[src/rtl/idu_stage.sv]
// Decode stage between IFU and EXU: combinational RV32I(+M) decode feeding a
// two-entry output/skid buffer with valid/ready handshakes on both sides.
module idu_stage #(
  parameter int unsigned XLEN  = 32,
  parameter bit          HAS_M = 1'b1
) (
  input  logic            clk,
  input  logic            rst_n,
  input  logic            flush,
  input  logic            in_valid,
  output logic            in_ready,
  input  logic [31:0]     in_inst,
  input  logic [XLEN-1:0] in_pc,
  output logic            out_valid,
  input  logic            out_ready,
  output logic [XLEN-1:0] out_pc,
  output logic [4:0]      out_rs1,
  output logic [4:0]      out_rs2,
  output logic [4:0]      out_rd,
  output logic [2:0]      out_funct3,
  output logic [XLEN-1:0] out_imm,
  output logic [4:0]      out_alu_op,
  output logic [10:0]     out_ctrl
);

  localparam logic [6:0] OPC_LOAD   = 7'b0000011;
  localparam logic [6:0] OPC_FENCE  = 7'b0001111;
  localparam logic [6:0] OPC_OPIMM  = 7'b0010011;
  localparam logic [6:0] OPC_AUIPC  = 7'b0010111;
  localparam logic [6:0] OPC_STORE  = 7'b0100011;
  localparam logic [6:0] OPC_OP     = 7'b0110011;
  localparam logic [6:0] OPC_LUI    = 7'b0110111;
  localparam logic [6:0] OPC_BRANCH = 7'b1100011;
  localparam logic [6:0] OPC_JALR   = 7'b1100111;
  localparam logic [6:0] OPC_JAL    = 7'b1101111;
  localparam logic [6:0] OPC_SYSTEM = 7'b1110011;

  localparam int unsigned CT_MEM_RD  = 0;
  localparam int unsigned CT_MEM_WR  = 1;
  localparam int unsigned CT_REG_WR  = 2;
  localparam int unsigned CT_BRANCH  = 3;
  localparam int unsigned CT_JAL     = 4;
  localparam int unsigned CT_JALR    = 5;
  localparam int unsigned CT_LUI     = 6;
  localparam int unsigned CT_AUIPC   = 7;
  localparam int unsigned CT_USE_IMM = 8;
  localparam int unsigned CT_EBREAK  = 9;
  localparam int unsigned CT_ILLEGAL = 10;

  localparam logic [4:0] ALU_SUB = 5'd1;
  localparam logic [4:0] ALU_SRA = 5'd7;
  localparam logic [4:0] ALU_MUL = 5'd10;

  typedef struct packed {
    logic [4:0]      rs1;
    logic [4:0]      rs2;
    logic [4:0]      rd;
    logic [2:0]      funct3;
    logic [XLEN-1:0] imm;
    logic [4:0]      alu_op;
    logic [10:0]     ctrl;
  } bundle_t;

  typedef enum logic [1:0] {S_EMPTY, S_ONE, S_TWO} state_t;

  state_t          state, state_nx;
  bundle_t         dec, out_q, skid_q;
  logic [XLEN-1:0] out_pc_q, skid_pc_q;
  logic            accept, pop, ld_out_in, ld_out_skid, ld_skid;

  function automatic logic [4:0] base_alu(input logic [2:0] f3);
    case (f3)
      3'b000:  return 5'd0;  // ADD
      3'b001:  return 5'd2;  // SLL
      3'b010:  return 5'd3;  // SLT
      3'b011:  return 5'd4;  // SLTU
      3'b100:  return 5'd5;  // XOR
      3'b101:  return 5'd6;  // SRL
      3'b110:  return 5'd8;  // OR
      default: return 5'd9;  // AND
    endcase
  endfunction

  logic [6:0]  opc, f7, shift_hi;
  logic [2:0]  f3;
  logic        f_r, f_i, f_s, f_b, f_u, f_j, illegal;
  logic [31:0] imm32;

  // Combinational decode of the incoming instruction word
  always_comb begin
    opc      = in_inst[6:0];
    f3       = in_inst[14:12];
    f7       = in_inst[31:25];
    // RV64 shamt is 6 bits, so inst[25] belongs to the shift amount there
    shift_hi = (XLEN == 64) ? {in_inst[31:26], 1'b0} : in_inst[31:25];
    f_r = 1'b0; f_i = 1'b0; f_s = 1'b0; f_b = 1'b0; f_u = 1'b0; f_j = 1'b0;
    illegal = 1'b0;
    imm32   = '0;
    dec     = '0;
    dec.funct3 = f3;
    if (in_inst[1:0] != 2'b11) begin
      illegal = 1'b1;
    end else begin
      case (opc)
        OPC_LUI:    begin f_u = 1'b1; dec.ctrl[CT_LUI]   = 1'b1; end
        OPC_AUIPC:  begin f_u = 1'b1; dec.ctrl[CT_AUIPC] = 1'b1; end
        OPC_JAL:    begin f_j = 1'b1; dec.ctrl[CT_JAL]   = 1'b1; end
        OPC_JALR:   begin f_i = 1'b1; dec.ctrl[CT_JALR]  = 1'b1; end
        OPC_BRANCH: begin f_b = 1'b1; dec.ctrl[CT_BRANCH] = 1'b1; end
        OPC_LOAD:   begin f_i = 1'b1; dec.ctrl[CT_MEM_RD] = 1'b1; end
        OPC_STORE:  begin f_s = 1'b1; dec.ctrl[CT_MEM_WR] = 1'b1; end
        OPC_OPIMM: begin
          f_i = 1'b1;
          dec.alu_op = base_alu(f3);
          if (f3 == 3'b001 && shift_hi != 7'b0000000) illegal = 1'b1;
          if (f3 == 3'b101) begin
            if (shift_hi == 7'b0100000)      dec.alu_op = ALU_SRA;
            else if (shift_hi != 7'b0000000) illegal = 1'b1;
          end
        end
        OPC_OP: begin
          f_r = 1'b1;
          if (f7 == 7'b0000001) begin
            if (HAS_M) dec.alu_op = ALU_MUL + {2'b00, f3};
            else       illegal = 1'b1;
          end else if (f7 == 7'b0000000) begin
            dec.alu_op = base_alu(f3);
          end else if (f7 == 7'b0100000 && f3 == 3'b000) begin
            dec.alu_op = ALU_SUB;
          end else if (f7 == 7'b0100000 && f3 == 3'b101) begin
            dec.alu_op = ALU_SRA;
          end else begin
            illegal = 1'b1;
          end
        end
        OPC_SYSTEM: dec.ctrl[CT_EBREAK] = (in_inst == 32'h0010_0073);
        OPC_FENCE:  ;
        default:    illegal = 1'b1;
      endcase
    end

    if (f_i)      imm32 = {{20{in_inst[31]}}, in_inst[31:20]};
    else if (f_s) imm32 = {{20{in_inst[31]}}, in_inst[31:25], in_inst[11:7]};
    else if (f_b) imm32 = {{19{in_inst[31]}}, in_inst[31], in_inst[7], in_inst[30:25], in_inst[11:8], 1'b0};
    else if (f_u) imm32 = {in_inst[31:12], 12'b0};
    else if (f_j) imm32 = {{11{in_inst[31]}}, in_inst[31], in_inst[19:12], in_inst[20], in_inst[30:21], 1'b0};
    dec.imm        = {XLEN{imm32[31]}};
    dec.imm[31:0]  = imm32;

    dec.rs1 = (f_r | f_i | f_s | f_b) ? in_inst[19:15] : 5'd0;
    dec.rs2 = (f_r | f_s | f_b)       ? in_inst[24:20] : 5'd0;
    dec.rd  = (f_r | f_i | f_u | f_j) ? in_inst[11:7]  : 5'd0;
    dec.ctrl[CT_USE_IMM] = f_i | f_s | f_b | f_u | f_j;
    dec.ctrl[CT_REG_WR]  = (f_r | f_i | f_u | f_j) && (in_inst[11:7] != 5'd0);

    if (illegal) begin
      dec        = '0;
      dec.funct3 = f3;
      dec.ctrl[CT_ILLEGAL] = 1'b1;
    end
  end

  assign accept    = in_valid & in_ready;
  assign pop       = out_valid & out_ready;
  assign out_valid = (state != S_EMPTY);
  assign in_ready  = (state != S_TWO);

  // Next-state and buffer load selection; flush overrides pop and accept
  always_comb begin
    state_nx    = state;
    ld_out_in   = 1'b0;
    ld_out_skid = 1'b0;
    ld_skid     = 1'b0;
    if (flush) begin
      state_nx = S_EMPTY;
    end else begin
      case (state)
        S_EMPTY: if (accept) begin state_nx = S_ONE; ld_out_in = 1'b1; end
        S_ONE: begin
          if (accept && !pop)      begin state_nx = S_TWO; ld_skid = 1'b1; end
          else if (pop && !accept) state_nx = S_EMPTY;
          else if (pop && accept)  ld_out_in = 1'b1;
        end
        S_TWO:   if (pop) begin state_nx = S_ONE; ld_out_skid = 1'b1; end
        default: state_nx = S_EMPTY;
      endcase
    end
  end

  // Occupancy state register
  always_ff @(posedge clk or negedge rst_n) begin
    if (!rst_n) state <= S_EMPTY;
    else        state <= state_nx;
  end

  // Output and skid bundle registers
  always_ff @(posedge clk or negedge rst_n) begin
    if (!rst_n) begin
      out_q     <= '0;
      out_pc_q  <= '0;
      skid_q    <= '0;
      skid_pc_q <= '0;
    end else begin
      if (ld_out_in) begin
        out_q    <= dec;
        out_pc_q <= in_pc;
      end else if (ld_out_skid) begin
        out_q    <= skid_q;
        out_pc_q <= skid_pc_q;
      end
      if (ld_skid) begin
        skid_q    <= dec;
        skid_pc_q <= in_pc;
      end
    end
  end

  assign out_pc     = out_pc_q;
  assign out_rs1    = out_q.rs1;
  assign out_rs2    = out_q.rs2;
  assign out_rd     = out_q.rd;
  assign out_funct3 = out_q.funct3;
  assign out_imm    = out_q.imm;
  assign out_alu_op = out_q.alu_op;
  assign out_ctrl   = out_q.ctrl;

endmodule

[config.mk]
export PLATFORM = sky130hd
export DESIGN_NAME = idu_stage
export DESIGN_NICKNAME = d
export VERILOG_FILES = /design/src/rtl/idu_stage.sv
export SDC_FILE = /design/constraint.sdc
export NUM_CORES = 1
export LEC_CHECK = 0
export BUFFER_PORTS_ARGS = -buffer_cell sky130_fd_sc_hd__buf_2
export CORE_MARGIN = 10
export CORE_UTILIZATION = 25
export CTS_CLUSTER_SIZE = 28
export DETAILED_ROUTE_END_ITERATION = 16
export PLACE_DENSITY_LB_ADDON = 0.3
export SETUP_SLACK_MARGIN = 0.1
export SYNTH_ARGS = -nofsm -noshare
export SYNTH_HDL_FRONTEND = slang
export SYNTH_SLANG_ARGS = --single-unit
export TNS_END_PERCENT = 30
[constraint.sdc]
create_clock -name clk -period 2.6 [get_ports clk]
set_input_delay 0.52 -clock clk [delete_from_list [all_inputs] [get_ports clk]]
set_output_delay 0.52 -clock clk [all_outputs]
set_load 0.01 [all_outputs]
==> summary by stage, run 1 <==
Worst setup path
Walking the worst path, the cells encountered are buf_2 -> or3_4 -> or3_4 -> o311a_4 -> or4_4 -> buf_12 -> o21ai_0. The longest individual stage delay on the worst path is 0.53 ns. The type of destination of the critical path is a flop. The combined buffer and inverter count along the critical path is 2. The register-to-register path setup slack is 0.51 ns.

Among all stages on the critical path, the largest delay is contributed by or4_4. The start-to-end type of the worst setup path is in2reg. The logic depth of the worst path, buffers included is 7.

Among cell families on the critical path, the largest total delay comes from simple AND/OR/NAND/NOR gates. The most critical setup path has its endpoint at skid_q[29]. The signal arrival time at the worst endpoint is between 2 and 3 ns. Among the stages of the critical path, the cell type that occurs most often is or3_4.

The worst setup path is launched from an input pin. The launch instance of the worst register-to-register path is state[1]. The worst register-to-register path ends at out_ctrl[4].

Data on the critical path is required at its endpoint by 2.96 ns. The largest fanout on the critical path is 42. The number of cells on the worst reg-to-reg path is 6.

The most critical setup path has its startpoint at in_inst[28].

Global routing
For this run the aggregate overflow at the end of global routing stands at 0. Entering global routing, the biggest net connects 85 pins. The number of global-route vias before repair is about 8000.

The total routing usage reported by global routing is 0.140. The first-pass GRT wire length is 48.3 mm. The number of antenna violations at the first check in global routing is 3.

Floorplanning
The die is 210 µm wide. The initialized floorplan defines 69 standard-cell rows. The initial utilization of the core area, before any placement, comes to 0.254.

The core region is between 0.03 and 0.04 mm². The total die area is 0.0442 mm². The height of the chip is 210 µm. about 170 I/O pins were placed.

CTS
The clock transition time at the flip-flop clock pins of the worst setup and hold paths is roughly 0.090 ns. The post-CTS setup buffer count is 0. The quantity of gates resized following cts is 0.

The number of CTS-inserted buffers is 17. The tree is rooted in a clkbuf_16. For the worst-skew pair, the clock arrives at the later sink with an insertion delay of around 0.46 ns. The TritonCTS clock tree is built. No sink is reached through more buffers than the 2 on the longest clock path. The count of hold buffers inserted by post-cts repair is 0. The TritonCTS sink count is 198. The clock tree synthesis step divided the H-tree into 4 levels.

Logic synthesis
After synthesis the netlist holds a flip-flop and latch count of 198. Of the total synthesized cell area, the portion taken by AND, OR, NAND and NOR gates is 0.168. The number of warnings reported in the yosys synthesis log is 0.

The number of standard cells after synthesis is 920. The number of nets in the synthesized netlist is between 900 and 1000. The fraction of the mapped netlist area in compound gates is 0.188. The multiplexer share of the synthesized area is 0.0557. After synthesis, the largest family of logic cells by area is compound AO/OA/AOI/OAI gates.

The share of the Yosys chip area taken by registers is 0.548. The synthesized area divided by synthesized cell count is between 9 and 10 µm². Yosys mapped a number of flops with a built-in enable equal to 0.

The primary flip-flop cell chosen by synthesis mapping is dfrtp_1. The mapped netlist covers 0.00905 mm². The netlist uses 58 different library cells.

The adder-cell share of the synthesized area is 0.00249. The share of synthesized flip-flops with an asynchronous set or reset is 1.00. Of the total synthesized cell area, the portion taken by XOR and XNOR cells is 0.00194.

Drt
The antenna violation net count after detailed routing is 0. For this block, the routed nets add up to 30.8 mm of wire. The via density per instance is 4.94. The pre-antenna-repair detailed-routing pass consisted of 5 iterations. In the routed design, unresolved DRC markers number 0.

In the final routed layout, each cell accounts on average for 19.8 µm. The routed layout has between 7000 and 8000 vias. The first routing iteration left 494 violations.

Status
The flow ran to the end, and the final reports show no timing, DRC or antenna violations.

Power
The total design power is around 7.2 mW. IR analysis of the VDD net gives a maximum drop of 0.000455 V. For this design the static power due to leakage is 5.36 nW. Dividing total power by cell area gives a power density of 639 mW/mm².

Finish
From synthesis to final layout, the design area changed by 24.5%. The number of nets in the layout is ~1100. The proportion of layout cells with a drive suffix above 1 is 0.281. At the end of the flow the core is filled with cells to 0.316.

STA
The final count of negative-setup-slack endpoints is 0. For the pin with the worst max-slew slack, the measured transition is 0.727 ns. The worst hold margin is 0.0328 ns. The relative slew slack is 0.515. The shortest clock period the worst path allows after layout is 2.41 ns.

The number of max-slew violations in the final report is 0. The timing-limited maximum frequency is 0.415 GHz. Across the routed clock network, the largest skew measured is 0.0155 ns. The final period utilization is 0.928. The number of hold-slack violations in the final timing report is 0. Setup repair after global routing left no endpoint under its margin.

Place
The detailed-placement wirelength estimate is 21.5 mm. The number of port buffers is 168. The global placer's final weighted congestion is 0.841.

Job
The total of max-cap violations is 0.

Min path
The type of the tightest min-delay check is in2async.
metrics by stage:
stage / TNS (ns) / worst slack (ns) / instances / area (µm²)
6_report: 0 / 0.188 / 1553 / 11300
5_1_grt: 0 / 0.199 / 1552 / 11300
4_1_cts: 0 / 0.232 / 1552 / 11300
3_5_place_dp: -13.74 / -0.206 / 1520 / 10600
3_3_place_gp: -10.85 / -0.144 / 1520 / 10600
2_1_floorplan: 0 / 0.0112 / 920 / 9060
worst min path at each step:
| stage | end | slack (ns) | cells past startpoint |
|---|---|---|---|
| global route | out_pc[2] | 0.07 | 1 |
| CTS | out_ctrl[7] | 0.05 | 1 |
| detailed placement | out_pc[5] | 0.46 | 2 |
| finish | out_pc[2] | 0.03 | 1 |
| global placement | out_pc[13] | 0.45 | 2 |
| floorplan | out_alu_op[0] | 0.22 | 0 |
layout make-up:
class / count / area [µm²]
diodes: 1 / 2.50
clock buffers: 17 / 425
clock inverters: 15 / 198
fillers: 3730 / 24400
inverters: 11 / 41.3
multi-input cells: 642 / 3810
flip-flops and latches: 198 / 4950
well taps: 461 / 577
repair buffers: 208 / 1250
Yosys cell counts (3+ instances only):
master     instances  share of area
a211oi_1           3         0.0025
a21oi_1           49          0.027
a221o_1            3         0.0033
a22o_1            11          0.011
a22oi_1           39          0.032
a31oi_1            7         0.0048
a32oi_1            5         0.0048
and2_1             3         0.0021
buf_1              7         0.0029
buf_6              4         0.0050
clkbuf_1          57          0.024
dfrtp_1          198           0.55
inv_1             11         0.0046
mux2_2            35          0.044
mux2i_1           11          0.012
nand2_1          184          0.076
nand2b_1           8         0.0055
nand3_1           26          0.014
nor2_1            52          0.022
nor2b_1            8         0.0055
nor3_1            20          0.011
nor4_1             6         0.0041
o211ai_1           3         0.0025
o211ai_2          14          0.019
o21ai_0           66          0.037
o22ai_1           37          0.026
o2bb2ai_1          3         0.0029
o31ai_1            6         0.0050
or3_1              3         0.0021
logic make-up after synthesis:
| family | count (synthesis) |
|---|---|
| buffers and inverters | 80 |
| and+or+nand+nor | 336 |
| adders and majority gates | 2 |
| AOI/OAI and AO/OA | 256 |
| xor gates and xnor gates | 2 |
| muxes | 46 |
| DFF | 198 |
sequential cells by signal (all words and copies together) (netlist names):
register    flops
skid_q         66
out_imm        32
out_pc         32
skid_pc_q      32
out_ctrl       11
out_alu_op      5
out_rd          5
out_rs1         5
out_rs2         5
out_funct3      3
state           2
routing by layer:
metal	wire length [µm]	share of wire	global-route usage
met5	27	0.00088	0
met4	417	0.014	0.0385
met3	1940	0.063	0.0433
met2	14600	0.47	0.223
met1	13800	0.45	0.179
cell usage in the layout (no fill, tap or decap), types with 5 or more instances in the layout:
cell type / n
nand2_1: 183
nand2b_1: 7
o21ai_0: 66
clkbuf_16: 17
mux2i_1: 11
buf_4: 32
dfrtp_1: 198
a22oi_1: 39
o31ai_1: 6
buf_12: 8
inv_1: 11
o22ai_1: 37
o211ai_2: 14
nor2b_1: 8
a32oi_1: 5
nor4_1: 6
clkinv_8: 6
a22o_1: 11
a31oi_1: 7
nor3_1: 20
nor2_1: 51
a21oi_1: 49
buf_2: 167
mux2_2: 35
nand3_1: 26
power breakdown:
part / internal [mW] / total (mW) / switching (mW)
combinational: 0.386 / 0.912 / 0.527
sequential: 3.36 / 3.50 / 0.140
clock: 1.33 / 2.78 / 1.46
Note: power is estimated with default switching activity, not from simulation.
==> inputs of run 2 (changes only) <==
--- a/config.mk
+++ b/config.mk
@@ -10,7 +10,6 @@
 export CORE_UTILIZATION = 25
 export CTS_CLUSTER_SIZE = 28
 export DETAILED_ROUTE_END_ITERATION = 16
-export PLACE_DENSITY_LB_ADDON = 0.3
 export SETUP_SLACK_MARGIN = 0.1
 export SYNTH_ARGS = -nofsm -noshare
 export SYNTH_HDL_FRONTEND = slang
==> run 2 against run 1 <==
Sequential cell count is the same; count of clock-buffer cells in the layout is the same; hold slack lost 0.012 ns; routed wire length shrank 0.91%; register-to-register slack gained 0.07 ns; core utilization is essentially flat; die area is the same; largest power group unchanged; setup slack gained 0.070 ns.
==> summary by stage, run 2 (synthesized netlist as in run 1, its figures left out) <==
STA
The slew of the pin with the lowest slew margin is 0.772 ns (was 0.727 ns). The post-route worst setup slack is 0.258 ns (was 0.188 ns). The relative slew slack is 0.485 (was 0.515). The final period utilization is 0.901 (was 0.928). The worst clock skew came to 0.0158 ns (was 0.0155 ns). The shortest clock period the worst path allows after layout is 2.34 ns (was 2.41 ns). The number of hold-slack violations in the final timing report is 0 (unchanged).

The final count of negative-setup-slack endpoints is 0 (unchanged). The timing-limited maximum frequency is 0.427 GHz (was 0.415 GHz). The number of max-slew violations in the final report came to 0 (unchanged). RSZ-0062 raised after global routing: no (unchanged). The worst hold margin came to 0.0205 ns (was 0.0328 ns).

Global routing
The number of global-route vias before repair is 7679 (was 7854). The pin count of the biggest net entering global routing is 73 (was 85). The number of antenna violations at the first check in global routing is 4 (was 3). The total routing usage reported by global routing is 0.137 (was 0.140).

The remaining global-route overflow is 0 (unchanged). The first-pass GRT wire length is 47.1 mm (was 48.3 mm).

Place
The global placer's final weighted congestion is 0.861 (was 0.841). The post-placement cell area is 0.0107 mm² (was 0.0106 mm²). The number of port buffers is 168 (unchanged).

The minimum setup slack after placement is -0.205 ns (was -0.206 ns). The number of placed instances, taps included came to 1524 (was 1520). The detailed-placement wirelength estimate came to 21.5 mm (about the same).

Finish
The most frequent standard cell in the layout excluding fill and tap cells is dfrtp_1 (unchanged). The area of all placed cells without fillers came to 0.0113 mm² (about the same). The number of antenna cells inserted is 0 (was 1). The number of cells in the finished layout apart from fillers is 1556 (was 1553). The proportion of layout cells with a drive suffix above 1 is 0.284 (was 0.281). The register containing the most flip-flops in the final layout is skid_q (unchanged). The number of nets in the layout was 1152 (was 1148). The number of flip-flops in the largest register is 66 (unchanged).

The number of inserted filler cells in the final layout came to 3727 (was 3730). Commonest non-fill, non-tap cells in the layout: 198 x dfrtp_1, 183 x nand2_1, 167 x buf_2 (unchanged). The area growth from synthesis to layout came to 24.6% (was 24.5%).

CTS
The quantity of gates resized following cts came to 0 (unchanged). The TritonCTS sink count is 198 (unchanged). The source-to-sink clock delay at the later pin of the worst-skew pair was 0.46 ns (about the same). The cell chosen for the clock root is clkbuf_16 (unchanged). The number of buffers on the longest clock path is 2 (unchanged). The number of H-tree levels is 4 (unchanged). The post-CTS setup buffer count is 0 (unchanged). The number of CTS-inserted buffers is 17 (unchanged). The TritonCTS clock tree is built (unchanged). The clock transition time at the flip-flop clock pins of the worst setup and hold paths is 0.09 ns (about the same). The count of hold buffers inserted by post-cts repair was 0 (unchanged).

Worst setup path
The largest fanout on the critical path is 42 (unchanged). The signal arrival time at the worst endpoint is 2.72 ns (was 2.78 ns). The type of destination of the critical path was a flop (unchanged). The category of the worst setup path launch point was an input pin (unchanged). The highest-delay cell along the critical path is or4_4 (unchanged). The family with the most delay on the worst path is simple AND/OR/NAND/NOR gates (unchanged). The longest individual stage delay on the worst path is 0.53 ns (about the same). Worst-path cell chain: buf_2 -> or3_4 -> or3_4 -> o311a_4 -> or4_4 -> buf_12 -> o21ai_0 (unchanged). The required arrival time at the worst endpoint was 2.98 ns (was 2.96 ns). The combined buffer and inverter count along the critical path was 2 (unchanged). The most used cell along the critical path is or3_4 (unchanged). The start-to-end type of the worst setup path is in2reg (unchanged).

Min path
The type of the tightest min-delay check is in2async (unchanged).

Power
The power per cell area was 636 mW/mm² (was 639 mW/mm²). The leakage power of the design came to 5.37 nW (was 5.36 nW). The maximum resistive drop on vdd is 0.000474 V (was 0.000455 V).

Drt
The detailed-router iteration count before antenna repair is 6 (was 5). The average wire per cell in the routed design is 19.6 µm (was 19.8 µm). The antenna violation net count after detailed routing is 0 (unchanged).

The wire length reported by the detailed router came to 30.5 mm (was 30.8 mm). The via density per instance is 4.98 (was 4.94). The DRC violation count after routing is 0 (unchanged). The violation count after the first detailed-routing iteration is 590 (was 494). The routed via count is 7742 (was 7672).

Floorplanning
The total die area is 0.0442 mm² (unchanged). The number of standard-cell rows in the floorplan is 69 (unchanged). The height of the chip is 210 µm (unchanged). The number of I/O pins is 169 (unchanged).

The die boundary width was 210 µm (unchanged). The area of the placeable core is 0.0357 mm² (unchanged). The effective utilization at floorplan is 0.254 (unchanged).

Job
The total of max-cap violations is 0 (unchanged).

Status
Result of the run: complete, no violations (unchanged).
==> run 2: cell count changes in the layout (fill, tap and decap cells not counted) <==
cell and change:
buf_4 +4, clkinv_4 +1, clkinv_8 -1, clkinvlp_4 +1
diode_2 -1, inv_12 -2, inv_6 -1, inv_8 +2
==> run 2: worst paths after layout <==
kind | cells after the start | endpoint | startpoint | slack (ns)
setup / recovery | 7 | skid_q[37] | in_inst[28] | 0.26
hold / removal | 1 | skid_pc_q[8] | rst_n | 0.02
setup reg to reg | 7 | skid_q[13] | state[1] | 0.58
hold reg to reg | 2 | out_pc[31] | out_pc[31] | 0.47
max in group asynchronous | 2 | out_imm[12] | rst_n | 1.89
min in group clk | 3 | out_pc[15] | in_pc[15] | 0.29
==> run 2: layer usage <==
layer / track usage / share of wire
met1: 0.177 / 0.44
met2: 0.214 / 0.47
met3: 0.0402 / 0.068
met4: 0.0445 / 0.019
met5: 0 / 0.0017
==> run 2: metrics by stage <==
stage / power (mW) / TNS (ns) / utilization
detailed placement: 4.51 / -13.10 / 0.299
CTS: 7.29 / 0 / 0.316
floorplan: 4.02 / 0 / -
finish: 7.17 / 0 / 0.316
global route: 7.51 / 0 / 0.316
global placement: 4.47 / -10.78 / 0.299
==> run 2: cell type report <==
type                    count  area [µm²]  share of cell area
multi-input cells         642        3810               0.338
repair buffers            212        1280               0.114
flip-flops and latches    198        4950               0.440
well taps                 461         577              0.0512
clock buffers              17         425              0.0377
clock inverters            15         179              0.0159
inverters                  11        41.3             0.00366
==> run 2: where the power goes <==
part           leakage [nW]  switching (mW)  internal [mW]
Sequential             2.63           0.148           3.36
Clock                 0.287            1.44           1.30
Combinational          2.45           0.528          0.392
